<file path="config.mk">
export PLATFORM = sky130hd
export DESIGN_NAME = keypad_digit_capture
export DESIGN_NICKNAME = d
export VERILOG_FILES = /design/src/rtl/keypad_digit_capture.sv
export SDC_FILE = /design/constraint.sdc
export NUM_CORES = 1
export LEC_CHECK = 0
export ABC_AREA = 0
export CELL_PAD_IN_SITES_DETAIL_PLACEMENT = 1
export CELL_PAD_IN_SITES_GLOBAL_PLACEMENT = 1
export CORE_MARGIN = 4
export CORE_UTILIZATION = 46
export DETAILED_ROUTE_END_ITERATION = 6
export PLACE_DENSITY_LB_ADDON = 0.1
export SETUP_SLACK_MARGIN = 0.02
export SLEW_MARGIN = 20
export SYNTH_ARGS = -nofsm -noshare
export SYNTH_HDL_FRONTEND = slang
export SYNTH_SLANG_ARGS = --single-unit
</file>
<file path="constraint.sdc">
create_clock -name clk -period 2.9 [get_ports clk]
set_input_delay 0.58 -clock clk [delete_from_list [all_inputs] [get_ports clk]]
set_output_delay 0.58 -clock clk [all_outputs]
set_load 0.01 [all_outputs]
</file>
<file path="src/rtl/keypad_digit_capture.sv">
`default_nettype none
// ============================================================================
// Module   : keypad_digit_capture
// Purpose  : Latches the row/column pair on each keypad scanner press strobe
//            and decodes it to a hex key code. The key is confirmed by a
//            debounce hold on the scanner's key-held flag. It is then shifted
//            into a two-digit history that feeds a dual seven-segment driver.
//            Exactly one digit is committed per physical key press.
// Ports    : clk        - system clock
//            reset      - asynchronous, active-low reset
//            rows[3:0]  - scanner row drive (one-hot during a scan-check)
//            cols[3:0]  - synchronized column sense, active-high
//            press      - scanner strobe: some column is high this scan-check
//            change     - scanner key-held flag
//            digit_new  - most recently committed key code
//            digit_old  - previously committed key code
//            new_digit  - one-cycle pulse in the cycle after a commit
//            busy       - high whenever the capture FSM is not idle
// Revision : 1.0 - initial release
// ============================================================================
module keypad_digit_capture #(
  parameter int DEBOUNCE_CYCLES = 20000
) (
  input  logic       clk,
  input  logic       reset,
  input  logic [3:0] rows,
  input  logic [3:0] cols,
  input  logic       press,
  input  logic       change,
  output logic [3:0] digit_new,
  output logic [3:0] digit_old,
  output logic       new_digit,
  output logic       busy
);

  localparam int CNT_W = $clog2(DEBOUNCE_CYCLES);
  localparam logic [CNT_W-1:0] CNT_LAST = CNT_W'(DEBOUNCE_CYCLES - 1);

  typedef enum logic [1:0] {
    ST_IDLE     = 2'd0,
    ST_DEBOUNCE = 2'd1,
    ST_HELD     = 2'd2
  } state_t;

  state_t           state_q, state_d;
  logic [CNT_W-1:0] cnt_q, cnt_d;
  logic [3:0]       code_q, code_d;
  logic [3:0]       digit_new_q, digit_new_d;
  logic [3:0]       digit_old_q, digit_old_d;
  logic             new_digit_q, new_digit_d;
  logic             busy_q, busy_d;

  // Exactly one bit set: non-zero and clearing the lowest set bit leaves zero.
  function automatic logic is_onehot(input logic [3:0] v);
    return (v != 4'd0) && ((v & (v - 4'd1)) == 4'd0);
  endfunction

  function automatic logic [1:0] onehot_index(input logic [3:0] v);
    logic [1:0] idx;
    idx = 2'd0;
    case (v)
      4'b0010: idx = 2'd1;
      4'b0100: idx = 2'd2;
      4'b1000: idx = 2'd3;
      default: idx = 2'd0;
    endcase
    return idx;
  endfunction

  // Keypad legend: rows top-to-bottom, cols[0] is the leftmost column.
  function automatic logic [3:0] decode_key(input logic [1:0] r, input logic [1:0] c);
    logic [3:0] k;
    k = 4'h0;
    case ({r, c})
      4'd0:  k = 4'h1;
      4'd1:  k = 4'h2;
      4'd2:  k = 4'h3;
      4'd3:  k = 4'hA;
      4'd4:  k = 4'h4;
      4'd5:  k = 4'h5;
      4'd6:  k = 4'h6;
      4'd7:  k = 4'hB;
      4'd8:  k = 4'h7;
      4'd9:  k = 4'h8;
      4'd10: k = 4'h9;
      4'd11: k = 4'hC;
      4'd12: k = 4'hE;
      4'd13: k = 4'h0;
      4'd14: k = 4'hF;
      default: k = 4'hD;
    endcase
    return k;
  endfunction

  logic       capture_ok;
  logic [3:0] key_code;

  assign capture_ok = press && is_onehot(rows) && is_onehot(cols);
  assign key_code   = decode_key(onehot_index(rows), onehot_index(cols));

  always_comb begin
    state_d     = state_q;
    cnt_d       = cnt_q;
    code_d      = code_q;
    digit_new_d = digit_new_q;
    digit_old_d = digit_old_q;
    new_digit_d = 1'b0;

    case (state_q)
      ST_IDLE: begin
        if (capture_ok) begin
          code_d  = key_code;
          cnt_d   = '0;
          state_d = ST_DEBOUNCE;
        end
      end
      ST_DEBOUNCE: begin
        if (!change) begin
          // Bounce: the captured code is simply abandoned.
          state_d = ST_IDLE;
        end else if (cnt_q == CNT_LAST) begin
          digit_old_d = digit_new_q;
          digit_new_d = code_q;
          new_digit_d = 1'b1;
          state_d     = ST_HELD;
        end else begin
          cnt_d = cnt_q + CNT_W'(1);
        end
      end
      ST_HELD: begin
        // Re-scans of a held key arrive as press strobes; they are ignored
        // until the scanner reports the key released.
        if (!change) begin
          state_d = ST_IDLE;
        end
      end
      default: state_d = ST_IDLE;
    endcase

    // Registered from the next state so busy tracks state with no extra lag.
    busy_d = (state_d != ST_IDLE);
  end

  always_ff @(posedge clk or negedge reset) begin
    if (!reset) begin
      state_q     <= ST_IDLE;
      cnt_q       <= '0;
      code_q      <= 4'd0;
      digit_new_q <= 4'd0;
      digit_old_q <= 4'd0;
      new_digit_q <= 1'b0;
      busy_q      <= 1'b0;
    end else begin
      state_q     <= state_d;
      cnt_q       <= cnt_d;
      code_q      <= code_d;
      digit_new_q <= digit_new_d;
      digit_old_q <= digit_old_d;
      new_digit_q <= new_digit_d;
      busy_q      <= busy_d;
    end
  end

  assign digit_new = digit_new_q;
  assign digit_old = digit_old_q;
  assign new_digit = new_digit_q;
  assign busy      = busy_q;

endmodule
`default_nettype wire

</file>
==> results of run 1 <==
[power groups by stage]
stage               combinational (W)  sequential, W  clock (W)
finish                       0.000143       0.000498   0.000336
CTS                          0.000145       0.000498   0.000347
global route                 0.000164       0.000505   0.000366
detailed placement           0.000142       0.000506          0
global placement             0.000134       0.000502          0
floorplan                   0.0000901       0.000496          0
[cells in the mapped netlist, types with 3 or more instances]
cell       n
or3_1      5
inv_1      5
buf_2      4
nor4_1     3
dfrtp_1   31
nand4_1    6
nor2_1    12
nor4b_1    3
nand3_1   10
nand2_1    6
mux2_1     9
o21ai_1    6
xor2_1     4
xnor2_1    7
a21oi_1    4
o21ai_0    8
a211oi_1   4
mux2i_1    5
ha_1       6
[critical path: stages]
cell	delay [ns]
clkdlybuf4s50_1	0.58
xor2_1	0.21
and2_1	0.24
ha_1	0.19
nor4b_1	0.25
o31ai_1	0.12
mux2_1	0.29
[per-stage QoR]
step                      cell area, um2  worst slack [ns]  instances  hold slack, ns  total power [W]
after floorplan                     1790              1.04        174           0.284         0.000586
after global placement              2050             0.378        240           0.465         0.000635
after detailed placement            2050             0.308        240           0.477         0.000647
after CTS                           2140             0.603        247           0.491         0.000990
after global routing                2140             0.414        247           0.498          0.00103
final                               2140             0.599        247           0.486         0.000978
[flip-flops by register name (all words and copies together), names as in the netlist]
signal	count
cnt_q	15
code_q	4
digit_new	4
digit_old	4
state_q	2
busy	1
new_digit	1
[routing by layer]
metal,GRT usage [%],share of wire [%],vias up
met4,5.74,1.2,0
met1,23.4,46,715
met3,4.03,4.0,5
li1,-,-,693
met2,30.1,49,28
met5,0,0,-
[logic make-up (layout without fill, tap and decap cells)]
group	count (synthesis)	in the layout	share of synthesized area, %
buf+inv	11	36	2.80
compound gates	35	35	12.7
simple gates	66	66	23.0
mux	14	14	8.47
flops	31	31	43.4
fa+ha+maj	6	6	4.20
xor+xnor	11	11	5.39
[cell type report]
type | instances | area [um2]
repair buffers | 24 | 233
flip-flops and latches | 31 | 776
clock buffers | 6 | 82.6
well taps | 48 | 60.1
fillers | 415 | 1580
inverters | 5 | 18.8
multi-input cells | 132 | 961
clock inverters | 1 | 5.00
[path summary, 6_finish.rpt]
path / from / endpoint / cells after the start
max: cols[3] / code_q[3]$_DFFE_PN0P_ / 7
min: digit_old[1]$_DFFE_PN0P_ / digit_old[1]$_DFFE_PN0P_ / 1
max reg2reg: cnt_q[0]$_DFFE_PN0P_ / digit_new[0]$_DFFE_PN0P_ / 5
min reg2reg: digit_old[1]$_DFFE_PN0P_ / digit_old[1]$_DFFE_PN0P_ / 1
max in group asynchronous: reset / busy$_DFF_PN0_ / 2
min in group asynchronous: reset / digit_new[0]$_DFFE_PN0P_ / 2
==> out/qor.txt, run 1 <==
Detailed placement HPWL - 3070 um
Cells taking the most area after synthesis - dfrtp_1, mux2_1, ha_1
Die H - 70.3 um
Clock network power share - 34.4%
Num CTS Buffers - 5
Crit. End Element - flip-flop
FF+latch count, synth - 31
First-pass GRT wire length - 7290 um
Hold Crit Class - reg -> reg
GRT Overall Usage - 18.2%
Residual DRC - 0
Max Freq - 0.435 GHz
Die width - 70.3 um
Max cap viols - 0
Area leader, netlist - dfrtp_1
Clock Skew - 0.00681 ns
Least-Margin Pin Slew - 0.449 ns
Routed vias - 1441
Switching share of power - 26.8%
Maximum net fanout on the critical path - 5
Mapped Nets - 192
Initial cell density of the core - 48.1%
Nets@finish - 217
Remaining Overflow, GRT - 0
Num ports - 22
Sequential power share - 51.0%
IO buf count - 21
Synth cell types - 48
Routed len/inst - 16.5 um
Die area - 4950 um2
Vias in the first global route - 1518
Row cnt - 22
Post-Syn Instances - 174
Startpoint types - input port
Power Density - 458 nW/um2
Post-route clock period utilization - 79.4%
Clock Sinks - 31
Synthesized area per cell - 10.3 um2
Internal - 0.000716 W
Status - finished, final reports clean
Root Buffer - clkbuf_8
Ys async rst share - 100%
Hold buffers post-CTS - 0
Final-report max-slew violation count - 0
Fin. Hold Viols - 0
Post-synth EDFFs - 0
Setup violations, final - 0
Setup CP Type - in -> reg
Comb pwr share - 14.6%
GP Congestion - 0.840
Clock Tree Buf Depth - 2
Worst vdd ir - 0.316 mV
CTS tree - yes
Syn. warnings - 0
Sw Pwr - 0.000262 W
Pleak - 0.952 nW
H-Tree Depth - 2
Synth Cell Area - 1790 um2
Post-route setup TNS - 0 ns
Drt first-iter violations - 56
Largest net degree at the start of global routing - 32
Core ar. - 3720 um2
Post-DRT Antenna Nets - 0
Commonest non-fill, non-tap cells in the layout - dfrtp_1, clkdlybuf4s50_1, nor2_1
Total wire length - 4080 um
Final Util - 57.5%
RSZ-0062 raised after global routing - false
Clk slew on worst S/H paths - 0.07 ns
Flop-to-flop setup slack - 0.91 ns
Synth Flop Type - dfrtp_1
Initial antenna violation count - 0
Post-layout min period - 2.30 ns
Mean number of vias per cell - 5.83
Slew margin rel. - 70.0%
Clock Latency Late Sink - 0.28 ns
Synth top area share - 43.4%
ANT cells - 0
Critical path data arrival time - 2.47 ns
Sequential area share after synthesis - 43.4%
Most common cell after layout, fill and taps aside - dfrtp_1
Share of cells above drive strength 1 - 9.05%
# Post-CTS Setup Buffers - 0
Resized Gates After CTS - 0
Drt first pass iters - 4
Critical Path RT - 3.07 ns
Synthesis-to-finish area growth - 19.5%
Note: power is estimated with default switching activity, not from simulation.
==> run 2, diff against run 1 <==
Settings changed: CORE_UTILIZATION 46 to 39.
Clock period 2.9 ns to 2.1 ns, I/O delays scaled along.
==> out/qor.txt, run 2 (synthesis results as in run 1) <==
Status - finished, final reports clean
Synthesis-to-finish area growth - 31.2%
Post-layout min period - 2.00 ns
Detailed placement HPWL - 3510 um (+14%)
Fill count - 468 (+13%)
Mean number of vias per cell - 5.63 (-3.4%)
Num ports - 22 (unchanged)
Nets@finish - 236 (+8.8%)
GP Congestion - 0.935 (+11%)
Hold EP - digit_old[3]$_DFFE_PN0P_
Commonest non-fill, non-tap cells in the layout - dfrtp_1, buf_4, clkdlybuf4s50_1
Post-route clock period utilization - 95.2%
Crit. End Element - flip-flop
Flop-to-flop setup slack - 0.26 ns (-0.65 ns)
Least-Margin Pin Slew - 0.454 ns (+0.00457 ns)
Clock Latency Late Sink - 0.29 ns (about the same)
Residual DRC - 0 (unchanged)
Pwr Total - 0.00154 W (+57%)
Vias in the first global route - 1593 (+4.9%)
Hold path cells - 1 (unchanged)
Drt first pass iters - 6 (+2)
First-pass GRT wire length - 7620 um (+4.6%)
Routed vias - 1527 (+6.0%)
Worst vdd ir - 0.341 mV (+7.9%)
Pleak - 1.08 nW (+13%)
Core ar. - 4380 um2 (+18%)
Clk slew on worst S/H paths - 0.07 ns (about the same)
Initial antenna violation count - 0 (unchanged)
Hold Crit Class - reg -> reg
Die H - 75.7 um (+7.6%)
Clock Tree Buf Depth - 2 (unchanged)
Remaining Overflow, GRT - 0 (unchanged)
ANT cells - 0 (unchanged)
Hold buffers post-CTS - 0 (unchanged)
Worst r2r src - cnt_q[0]$_DFFE_PN0P_
Num CTS Buffers - 5 (unchanged)
RR Endpoint - cnt_q[12]$_DFFE_PN0P_
Setup violations, final - 0 (unchanged)
Maximum net fanout on the critical path - 5 (unchanged)
GRT Overall Usage - 17.8% (-0.40 points)
Row cnt - 24 (+9.1%)
Clock Sinks - 31 (unchanged)
CTS tree - yes
Initial cell density of the core - 40.8% (-7.3 points)
Path depth of the worst reg2reg path - 5 (unchanged)
Die width - 75.7 um (+7.6%)
Share of cells above drive strength 1 - 19.6% (+11 points)
RSZ-0062 raised after global routing - false
Post-DRT Antenna Nets - 0 (unchanged)
Largest net degree at the start of global routing - 32 (unchanged)
Startpoint types - input port
Max Freq - 0.500 GHz
IO buf count - 21 (unchanged)
Clock Skew - 0.00942 ns (+0.00260 ns)
Root Buffer - clkbuf_8
Post-route setup TNS - 0 ns (unchanged)
H-Tree Depth - 2 (unchanged)
Final-report max-slew violation count - 0 (unchanged)
Most common cell after layout, fill and taps aside - dfrtp_1
Routed len/inst - 17.1 um (+3.6%)
Max reg flops - 15 (unchanged)
Worst hold start - digit_old[3]$_DFFE_PN0P_
Largest reg by FF count - cnt_q
Power Density - 657 nW/um2 (+43%)
Critical Path RT - 2.33 ns (-0.74 ns)
Die area - 5730 um2 (+16%)
Max cap viols - 0 (unchanged)
Total wire length - 4640 um (+14%)
Drt first-iter violations - 77 (+38%)
Fin. Hold Viols - 0 (unchanged)
Setup CP Type - in -> reg
Critical path data arrival time - 2.22 ns (-0.25 ns)
Slew margin rel. - 69.5% (-0.49 points)
run 2: repair_timing:
action | CTS | global route
endpoints found under the setup margin | 1 | 2
setup buffers | 0 | 2
gates resized for setup | 1 | 6
run 2: layout make-up:
cell class	count	area (um2)	area share [%]
inverters	5	18.8	0.800
clock buffers	6	82.6	3.52
multi-input cells	132	987	42.1
flip-flops and latches	31	776	33.1
clock inverters	2	35.0	1.49
well taps	52	65.1	2.77
repair buffers	43	380	16.2
run 2: worst max path at each step:
stage	startpoint	to	slack, ns	cells past startpoint
CTS	cols[2]	code_q[3]$_DFFE_PN0P_	0.02	7
floorplan	rows[0]	code_q[0]$_DFFE_PN0P_	0.40	6
finish	cols[2]	code_q[3]$_DFFE_PN0P_	0.10	7
global placement	cols[3]	code_q[3]$_DFFE_PN0P_	-0.12	7
global route	cols[2]	code_q[3]$_DFFE_PN0P_	0.04	7
detailed placement	cols[1]	code_q[3]$_DFFE_PN0P_	-0.25	7
run 2: where the power goes:
group / switching [W] / total (W) / leakage [nW] / internal (W)
registers: 0.0000467 / 0.000689 / 0.426 / 0.000643
clock network: 0.000237 / 0.000621 / 0.0612 / 0.000384
logic: 0.000119 / 0.000229 / 0.590 / 0.000109
run 2: per-stage QoR:
step / cells / utilization [%] / instance area (um2) / hold slack (ns) / setup WS [ns]
after floorplan: 174 / - / 1790 / 0.124 / 0.402
after global placement: 261 / 49.7 / 2180 / 0.466 / -0.121
after detailed placement: 261 / 49.7 / 2180 / 0.478 / -0.250
after CTS: 269 / 52.6 / 2300 / 0.493 / 0.0249
after global routing: 271 / 53.5 / 2340 / 0.509 / 0.0377
final: 271 / 53.5 / 2340 / 0.491 / 0.102
run 2: routing by layer:
| layer | vias to the layer above | routed length (um) | track usage, % | share of wire, % |
|---|---|---|---|---|
| met5 | - | 0 | 0 | 0 |
| met4 | 0 | 104 | 6.60 | 2.2 |
| met3 | 13 | 209 | 3.69 | 4.5 |
| met2 | 34 | 2330 | 29.5 | 50 |
| met1 | 756 | 1990 | 22.8 | 43 |
| li1 | 724 | - | - | - |
run 2: critical path, stage by stage:
cell	delay, ns
clkdlybuf4s50_1	0.60
xor2_2	0.24
nand2_2	0.12
ha_1	0.24
nor4b_2	0.17
o31ai_1	0.25
mux2_1	0.20
==> run 3, diff against run 2 <==
Settings changed: CORE_ASPECT_RATIO from default to 1.5.
==> out/qor.txt, run 3 (synthesis results as in run 1) <==
Power Density - 593 nW/um2 (-9.7%)
Share of cells above drive strength 1 - 14.6% (-5.0 points)
Final Util - 51.7% (-1.8 points)
Clock Sinks - 31 (unchanged)
Routed len/inst - 16.0 um (-6.3%)
Row cnt - 29 (+21%)
Synthesis-to-finish area growth - 24.9%
Critical path's slowest cell - clkdlybuf4s50_1
RSZ-0062 raised after global routing - false
Global route hottest layer - met2
Largest reg by FF count - cnt_q
Path depth of the worst reg2reg path - 5 (unchanged)
Worst vdd ir - 0.377 mV (+11%)
Hold Crit Class - reg -> reg
Post-route clock period utilization - 93.4% (-1.8 points)
Sequential power share - 51.9% (+7.1 points)
H-Tree Depth - 2 (unchanged)
Num ports - 22 (unchanged)
First-pass GRT wire length - 7380 um (-3.3%)
Slowest stage delay, CP - 0.53 ns (-0.07 ns)
Initial antenna violation count - 0 (unchanged)
Die H - 90.9 um (+20%)
Vias in the first global route - 1616 (+1.4%)
GRT Overall Usage - 15.8% (-2.0 points)
Flop-to-flop setup slack - 0.27 ns (about the same)
Slew margin rel. - 72.5% (+3.0 points)
Met3 Use GR - 2.86% (-0.83 points)
Drt first-iter violations - 38 (-51%)
GR Layer Usage met2 - 29.4% (-0.10 points)
Remaining Overflow, GRT - 0 (unchanged)
Die width - 63.3 um (-16%)
Max reg flops - 15 (unchanged)
RR Endpoint - cnt_q[14]$_DFFE_PN0P_
Clock Skew - 0.00801 ns (-0.00141 ns)
Detailed placement HPWL - 3290 um (-6.3%)
Crit. End Element - flip-flop
Nets@finish - 231 (-2.1%)
Pwr Total - 0.00132 W (-14%)
Internal - 0.000966 W (-15%)
IO buf count - 21 (unchanged)
Met1 global-route usage - 17.9% (-4.9 points)
Hold EP - digit_old[2]$_DFFE_PN0P_
GP Congestion - 0.791 (-15%)
Critical path data arrival time - 2.12 ns (-0.10 ns)
Setup CP Type - in -> reg
Max cap viols - 0 (unchanged)
Sw Pwr - 0.000358 W (-11%)
Residual DRC - 0 (unchanged)
CTS tree - yes
Total wire length - 4140 um (-11%)
Drt first pass iters - 4 (-2)
Largest net degree at the start of global routing - 32 (unchanged)
Initial cell density of the core - 41.4% (+0.63 points)
Startpoint types - input port
Fin. Hold Viols - 0 (unchanged)
CP bufs+invs - 1 (unchanged)
Clock network power share - 32.1% (-8.3 points)
Setup violations, final - 0 (unchanged)
Core ar. - 4320 um2 (-1.5%)
Most common cell after layout, fill and taps aside - dfrtp_1
ANT cells - 0 (unchanged)
Critical Path RT - 2.26 ns (-0.07 ns)
Switching share of power - 27.0% (+0.80 points)
Worst r2r src - cnt_q[0]$_DFFE_PN0P_
Clock Latency Late Sink - 0.28 ns (about the same)
Num CTS Buffers - 5 (unchanged)
Root Buffer - clkbuf_8
Placed Cells - 252 (-3.4%)
Clk slew on worst S/H paths - 0.06 ns (about the same)
Status - finished, final reports clean
Clock Tree Buf Depth - 2 (unchanged)
Die area - 5750 um2 (+0.39%)
Post-DRT Antenna Nets - 0 (unchanged)
Maximum net fanout on the critical path - 4 (-1)
Worst-path cell chain - clkdlybuf4s50_1, xor2_1, and2_1, ha_1, nor4b_2, o31ai_1, mux2_1
CP delay by family, top - buffers and inverters
Worst hold start - digit_old[2]$_DFFE_PN0P_
Mean number of vias per cell - 5.76 (+2.2%)
Hold path cells - 1 (unchanged)
Design area - 2230 um2 (-4.8%)
Max Freq - 0.510 GHz (+1.9%)
Least-Margin Pin Slew - 0.409 ns (-0.0451 ns)
Routed vias - 1486 (-2.7%)
Critical path depth - 7 (unchanged)
Hold WS - 0.490 ns (-0.000348 ns)
Layout Cells excl Fill - 258 (-4.8%)
Comb pwr share - 16.0% (+1.1 points)
# Post-CTS Setup Buffers - 0 (unchanged)
Final-report max-slew violation count - 0 (unchanged)
Pleak - 1.02 nW (-5.6%)
Commonest non-fill, non-tap cells in the layout - dfrtp_1, clkdlybuf4s50_1, buf_4
Area after DPL - 2150 um2 (-1.4%)
Post-layout min period - 1.96 ns (-0.0374 ns)
run 3: per-layer routing:
layer,vias to the layer above,wire length [um]
met5,-,0
met4,0,55
met3,7,148
met2,24,2230
met1,735,1710
li1,720,-
run 3: stage by stage:
step	worst slack [ns]	TNS, ns
floorplan	0.402	0
global placement	-0.137	-0.540
detailed placement	-0.288	-1.09
CTS	0.0804	0
global route	0.00389	0
finish	0.139	0
run 3: worst max-delay path by stage:
stage	from	end
2_1_floorplan	rows[0]	code_q[0]$_DFFE_PN0P_
6_report	cols[1]	code_q[3]$_DFFE_PN0P_
5_1_grt	cols[0]	cnt_q[3]$_DFFE_PN0P_
4_1_cts	cols[3]	code_q[3]$_DFFE_PN0P_
3_3_place_gp	cols[3]	code_q[3]$_DFFE_PN0P_
3_5_place_dp	cols[3]	code_q[3]$_DFFE_PN0P_
run 3: power groups by stage:
stage	Combinational (W)	Sequential (W)	Clock, W
floorplan	0.000124	0.000684	0
global route	0.000240	0.000696	0.000460
global placement	0.000202	0.000693	0
CTS	0.000217	0.000688	0.000435
finish	0.000212	0.000688	0.000425
detailed placement	0.000216	0.000699	0
run 3: worst register-to-register path: cells and delay by family (launching register included):
kind,cells,cell delay [ns]
flops,1,0.41
fa+ha+maj,1,0.24
compound gates,1,0.15
simple gates,3,0.95
run 3: final cells by class:
cell class	count	area, um2
repair buffers	38	340
fillers	486	2090
flip-flops and latches	31	776
inverters	5	18.8
well taps	46	57.6
multi-input cells	132	967
clock buffers	6	72.6
run 3: repair_timing:
action	in CTS	in global routing
hold buffers	0	0
gates cloned	0	0
pin swaps	0	0
gates resized for setup	1	1
endpoints found under the setup margin	1	1
